===== config.mk =====
export PLATFORM = sky130hd
export DESIGN_NAME = if_stage
export DESIGN_NICKNAME = d
export VERILOG_FILES = /design/src/rtl/if_stage.sv
export SDC_FILE = /design/constraint.sdc
export NUM_CORES = 1
export LEC_CHECK = 0
export ABC_AREA = 1
export BUFFER_PORTS_ARGS = -buffer_cell sky130_fd_sc_hd__buf_2
export CAP_MARGIN = 20
export CORE_UTILIZATION = 56
export CTS_CLUSTER_DIAMETER = 120
export DETAILED_ROUTE_END_ITERATION = 7
export PLACE_DENSITY = 0.8
export SKIP_CTS_REPAIR_TIMING = 1
export SLEW_MARGIN = 40
export SYNTH_ARGS = -nofsm -noshare
export SYNTH_HDL_FRONTEND = slang
export SYNTH_SLANG_ARGS = --single-unit

===== constraint.sdc =====
create_clock -name clk -period 2.3 [get_ports clk]
set_clock_uncertainty 0.05 [all_clocks]
set_input_delay 0.345 -clock clk [delete_from_list [all_inputs] [get_ports clk]]
set_output_delay 0.345 -clock clk [all_outputs]
set_load 0.02 [all_outputs]

===== src/rtl/if_stage.sv =====
// Instruction-fetch stage: PC, imem request/ready handshake, IF/ID register.
// Optional STALL_COUNT_EN adds a saturating stall-cycle counter port.
module if_stage #(
    parameter logic [31:0] RESET_PC = 32'h0000_0000
) (
    input  logic        clk,
    input  logic        rst,
    input  logic        PCwrite,
    input  logic        if_id_write,
    input  logic        branch_taken,
    input  logic [31:0] branch_target,
    output logic        imem_req,
    output logic [31:0] imem_addr,
    input  logic [31:0] imem_rdata,
    input  logic        imem_ready,
    output logic [31:0] if_id_inst,
    output logic [31:0] if_id_pc4,
    output logic        if_id_valid
`ifdef STALL_COUNT_EN
    ,
    output logic [15:0] stall_count
`endif
);

    localparam logic [1:0] FETCH = 2'd0;
    localparam logic [1:0] HOLD  = 2'd1;
    localparam logic [1:0] DRAIN = 2'd2;

    logic [1:0]  state_r, state_s;
    logic [31:0] pc_r, pc_s;
    logic [31:0] inst_buf_r, inst_buf_s;
    logic [31:0] saved_target_r, saved_target_s;
    logic [31:0] inst_r, inst_s;
    logic [31:0] pc4_r, pc4_s;
    logic        valid_r, valid_s;
    logic        stall_s;
    logic [31:0] pc_plus4_s;

    assign stall_s    = !PCwrite || !if_id_write;
    assign pc_plus4_s = pc_r + 32'd4;

    // Request is suppressed combinationally while reset is held and in HOLD
    assign imem_req    = rst && (state_r != HOLD);
    assign imem_addr   = pc_r;
    assign if_id_inst  = inst_r;
    assign if_id_pc4   = pc4_r;
    assign if_id_valid = valid_r;

    // Next-state, PC and IF/ID update; branch outranks stall in every state
    always_comb begin
        state_s        = state_r;
        pc_s           = pc_r;
        inst_buf_s     = inst_buf_r;
        saved_target_s = saved_target_r;
        inst_s         = inst_r;
        pc4_s          = pc4_r;
        valid_s        = valid_r;
        case (state_r)
            FETCH: begin
                if (branch_taken) begin
                    valid_s = 1'b0;
                    if (imem_ready) begin
                        pc_s = branch_target;
                    end else begin
                        saved_target_s = branch_target;
                        state_s        = DRAIN;
                    end
                end else if (imem_ready) begin
                    if (stall_s) begin
                        inst_buf_s = imem_rdata;
                        state_s    = HOLD;
                    end else begin
                        inst_s  = imem_rdata;
                        pc4_s   = pc_plus4_s;
                        valid_s = 1'b1;
                        pc_s    = pc_plus4_s;
                    end
                end else if (!stall_s) begin
                    valid_s = 1'b0;
                end else begin
                    valid_s = valid_r;
                end
            end
            HOLD: begin
                if (branch_taken) begin
                    valid_s = 1'b0;
                    pc_s    = branch_target;
                    state_s = FETCH;
                end else if (!stall_s) begin
                    inst_s  = inst_buf_r;
                    pc4_s   = pc_plus4_s;
                    valid_s = 1'b1;
                    pc_s    = pc_plus4_s;
                    state_s = FETCH;
                end else begin
                    state_s = HOLD;
                end
            end
            DRAIN: begin
                if (branch_taken) begin
                    valid_s        = 1'b0;
                    saved_target_s = branch_target;
                    if (imem_ready) begin
                        pc_s    = branch_target;
                        state_s = FETCH;
                    end else begin
                        state_s = DRAIN;
                    end
                end else begin
                    valid_s = stall_s ? valid_r : 1'b0;
                    if (imem_ready) begin
                        pc_s    = saved_target_r;
                        state_s = FETCH;
                    end else begin
                        state_s = DRAIN;
                    end
                end
            end
            default: begin
                valid_s = 1'b0;
                state_s = FETCH;
            end
        endcase
    end

    // Pipeline state registers
    always_ff @(posedge clk or negedge rst) begin
        if (!rst) begin
            state_r        <= FETCH;
            pc_r           <= RESET_PC;
            inst_buf_r     <= 32'd0;
            saved_target_r <= 32'd0;
            inst_r         <= 32'd0;
            pc4_r          <= 32'd0;
            valid_r        <= 1'b0;
        end else begin
            state_r        <= state_s;
            pc_r           <= pc_s;
            inst_buf_r     <= inst_buf_s;
            saved_target_r <= saved_target_s;
            inst_r         <= inst_s;
            pc4_r          <= pc4_s;
            valid_r        <= valid_s;
        end
    end

`ifdef STALL_COUNT_EN
    logic [15:0] stall_count_r;
    assign stall_count = stall_count_r;

    // Saturating count of non-branch stall edges
    always_ff @(posedge clk or negedge rst) begin
        if (!rst) begin
            stall_count_r <= 16'd0;
        end else if (stall_s && !branch_taken && (stall_count_r != 16'hFFFF)) begin
            stall_count_r <= stall_count_r + 16'd1;
        end else begin
            stall_count_r <= stall_count_r;
        end
    end
`endif

endmodule


==> results by group <==
Layout
  • Share of cells above drive strength 1: 0.243
  • Area Growth Syn to Fin: 18.3%
  • Fin util: 0.680
  • Finished Layout Cells: between 1000 and 1500
  • # diodes: 0
  • # nets final: 1314

Drt
  • Drt pass-1 iters: 6
  • Post-route ant nets: 0
  • Avg WL per Cell: roughly 16 um
  • Vias per cell: about 5.5
  • Routed WL: roughly 24000 um
  • Via count: 8113
  • DRC errors left: 0
  • Drt initial violations: 836

Logic synthesis
  • Post-Syn Area per Cell: around 8 um^2
  • YS warnings: 0
  • Seq/Total Area, Yosys: 0.465
  • Synth cell types: 40
  • Mapped Cells: 1089
  • Syn_nets: 1164
  • Flops & latches, synth: about 160
  • Synth Cell Area: 0.00877 mm^2

Die
  • CORE AREA: 0.0153 mm^2
  • Ports: 168
  • Initial Util: 0.575
  • Num rows: 45
  • DIE WIDTH: ~130 um
  • Die ar.: 0.0162 mm^2
  • Die Ht: 127 um

Setup path
  • Worst endpoint required time: 1900 ps
  • R2R setup slack: 210 ps
  • Startpoint types: register
  • CP Max Fanout: 33
  • Critical path type: register to output pin
  • Slowest cell on the critical path: dfrtp_1
  • Cell breakdown of the critical path: inv_1, ha_1, buf_8, nor2_1, buf_2
  • Critical path arrival: 1810 ps
  • Crit path capture type: output pin
  • Max incr delay on CP: 400 ps

Global routing
  • Overall global routing resource usage: 0.307
  • Initial antenna violation count: 0
  • First-pass GRT wire length: 38400 um
  • Vias in the first global route: 7602
  • Grt ovf: 0
  • Pin count of the biggest net entering global routing: 91

Pwr
  • P_int: ~0.0082 W
  • Peak supply drop: 0.666 mV
  • Sequential share of power: 0.371
  • Leak pwr: 4.90 nW
  • Net switching power: 0.00655 W
  • Comb power frac: 0.442
  • Pwr Total: 0.0147 W
  • Sw Ratio: 0.445
  • Clock power share: 0.186
  • PD cells: 1420 mW/mm^2

Timing
  • Final setup viols: 0
  • Max Slew Vio Count: 0
  • Slew headroom: 0.649
  • Unrepaired setup endpoints after global routing: no
  • Final worst-path cycle share: 0.958
  • Sum Neg Setup Slack: 0 ps
  • Fin. Hold Viols: 0
  • Fmax: 454 MHz
  • Fin crit period: 2200 ps
  • Worst-Margin Slew: between 500 and 600 ps

Placement
  • RePlAce Congestion: 0.913
  • Port bufs: 167
  • Placed cell count: roughly 1400
  • Post-DP HPWL: ~17000 um

Clock network
  • CTS tree: yes
  • Worst skew pair latency: 440 ps
  • H-Tree Level Count: 4
  • Clock Root Buffer: clkbuf_16
  • Inserted Clock Buffers: 17
  • Clock tree sinks: 163
  • Max clock buf depth: 2
  • Clk pin slew, worst setup/hold paths: 70 ps

Min path
  • Min-Delay Path Class: primary input to register

Flow run
  • Max_cap viols: 0

Outcome
  • Outcome: finished, final reports clean
## state kept, by name, indices dropped and copies added (netlist names)
name / flops
if_id_inst: 32
if_id_pc4: 32
if_id_valid: 1
imem_addr: 32
inst_buf_r: 32
saved_target_r: 32
state_r: 2
## layout make-up
| class | count | area, um^2 |
|---|---|---|
| Clock buffer | 21 | 460 |
| Clock inverter | 11 | 105 |
| Fill cell | 1288 | 4880 |
| Inverter | 75 | 289 |
| Multi-Input combinational cell | 792 | 4090 |
| Sequential cell | 163 | 4080 |
| Tap cell | 211 | 264 |
| Timing Repair Buffer | 190 | 1090 |
## cell usage in the layout, fill, tap and decap left out, types with 3 or more instances in the layout
| cell type | synthesis | final |
|---|---|---|
| a211oi_1 | 11 | 11 |
| a21oi_1 | 39 | 39 |
| a22oi_1 | 5 | 5 |
| a31oi_1 | 42 | 42 |
| buf_12 | 0 | 5 |
| buf_2 | 25 | 166 |
| buf_4 | 8 | 16 |
| clkbuf_16 | 0 | 17 |
| clkinv_2 | 0 | 3 |
| clkinv_4 | 0 | 5 |
| dfrtp_1 | 163 | 163 |
| ha_1 | 5 | 5 |
| inv_1 | 65 | 65 |
| inv_2 | 8 | 7 |
| inv_4 | 2 | 3 |
| mux2_2 | 42 | 42 |
| nand2_1 | 322 | 322 |
| nand2_2 | 8 | 8 |
| nand3_1 | 48 | 48 |
| nor2_1 | 91 | 91 |
| nor2_2 | 10 | 10 |
| nor2_4 | 6 | 6 |
| o211ai_1 | 10 | 10 |
| o21ai_0 | 104 | 104 |
| o21ai_1 | 9 | 9 |
| o221ai_1 | 3 | 3 |
| o22ai_1 | 4 | 4 |
| xor2_1 | 14 | 14 |
## synthesized netlist by cell type (all sizes together)
library cell  instances  area share
a31oi                42       0.030
dfrtp               163        0.47
o21ai               113       0.064
nand3b                2      0.0017
o22ai                 4      0.0029
nand3                50       0.030
a22oi                 5      0.0043
o211ai               10      0.0086
o2111ai               2      0.0020
mux2                 43       0.055
o21a                  2      0.0019
nor2                107       0.054
xor2                 14       0.014
and2                  2      0.0014
buf                  38       0.028
o221ai                3      0.0030
a21oi                41       0.025
ha                    5      0.0071
clkbuf               21      0.0090
nand4                 1     0.00071
xnor2                 2      0.0029
nand2               332        0.15
inv                  75       0.033
a211oi               12       0.011
## layer usage
metal,GRT usage,vias to the layer above,share of wire
li1,-,3912,-
met1,0.419,3806,0.43
met2,0.482,341,0.47
met3,0.0586,54,0.071
met4,0.130,0,0.031
met5,0,-,0
## power groups by stage
| stage | clock network, W | logic [W] | registers (W) |
|---|---|---|---|
| after floorplan | 0 | 0.00354 | 0.00617 |
| after global placement | 0 | 0.00629 | 0.00542 |
| after detailed placement | 0 | 0.00644 | 0.00547 |
| after CTS | 0.00276 | 0.00648 | 0.00543 |
| after global routing | 0.00288 | 0.00716 | 0.00563 |
| final | 0.00274 | 0.00651 | 0.00546 |
## cell families (layout without fill, tap and decap cells)
logic type               Yosys count  in the layout  synth area share
flip-flops                       163            163             0.465
buffers and inverters            134            297            0.0692
XOR/XNOR                          16             16            0.0168
AND/OR/NAND/NOR                  494            494             0.233
multiplexers                      43             43            0.0552
adder cells (fa/ha/maj)            5              5           0.00713
AO/OA/AOI/OAI                    234            234             0.153
## through the flow
step | hold WS, ps | setup WS [ps] | area, um^2
finish | 99.4 | 96.5 | 10400
global route | 103 | 12.9 | 10400
CTS | -312 | -24.7 | 10400
detailed placement | 142 | 166 | 9790
global placement | 145 | 257 | 9790
floorplan | -0.591 | 557 | 8770
## worst max-delay path, delay by kind of cell, from the launching register on
kind | cells | cell delay (ps)
flip-flops | 1 | 400
AND/OR/NAND/NOR | 1 | 90
adder cells (fa/ha/maj) | 1 | 310
buffers and inverters | 3 | 540
## worst paths after layout
| check | start | endpoint | cells past startpoint |
|---|---|---|---|
| min in group asynchronous | rst | saved_target_r[17]$_DFFE_PN0P_ | 2 |
| worst min register to register | if_id_pc4[1]$_DFFE_PN0P_ | if_id_pc4[1]$_DFFE_PN0P_ | 2 |
| max in group asynchronous | rst | if_id_pc4[25]$_DFFE_PN0P_ | 3 |
| worst max register to register | state_r[1]$_DFFE_PN0P_ | imem_addr[20]$_DFFE_PN0P_ | 9 |
| worst min-delay path | imem_rdata[31] | inst_buf_r[31]$_DFFE_PN0P_ | 2 |
| worst max-delay path | state_r[1]$_DFFE_PN0P_ | imem_req | 5 |
Note: power is estimated with default switching activity, not from simulation.
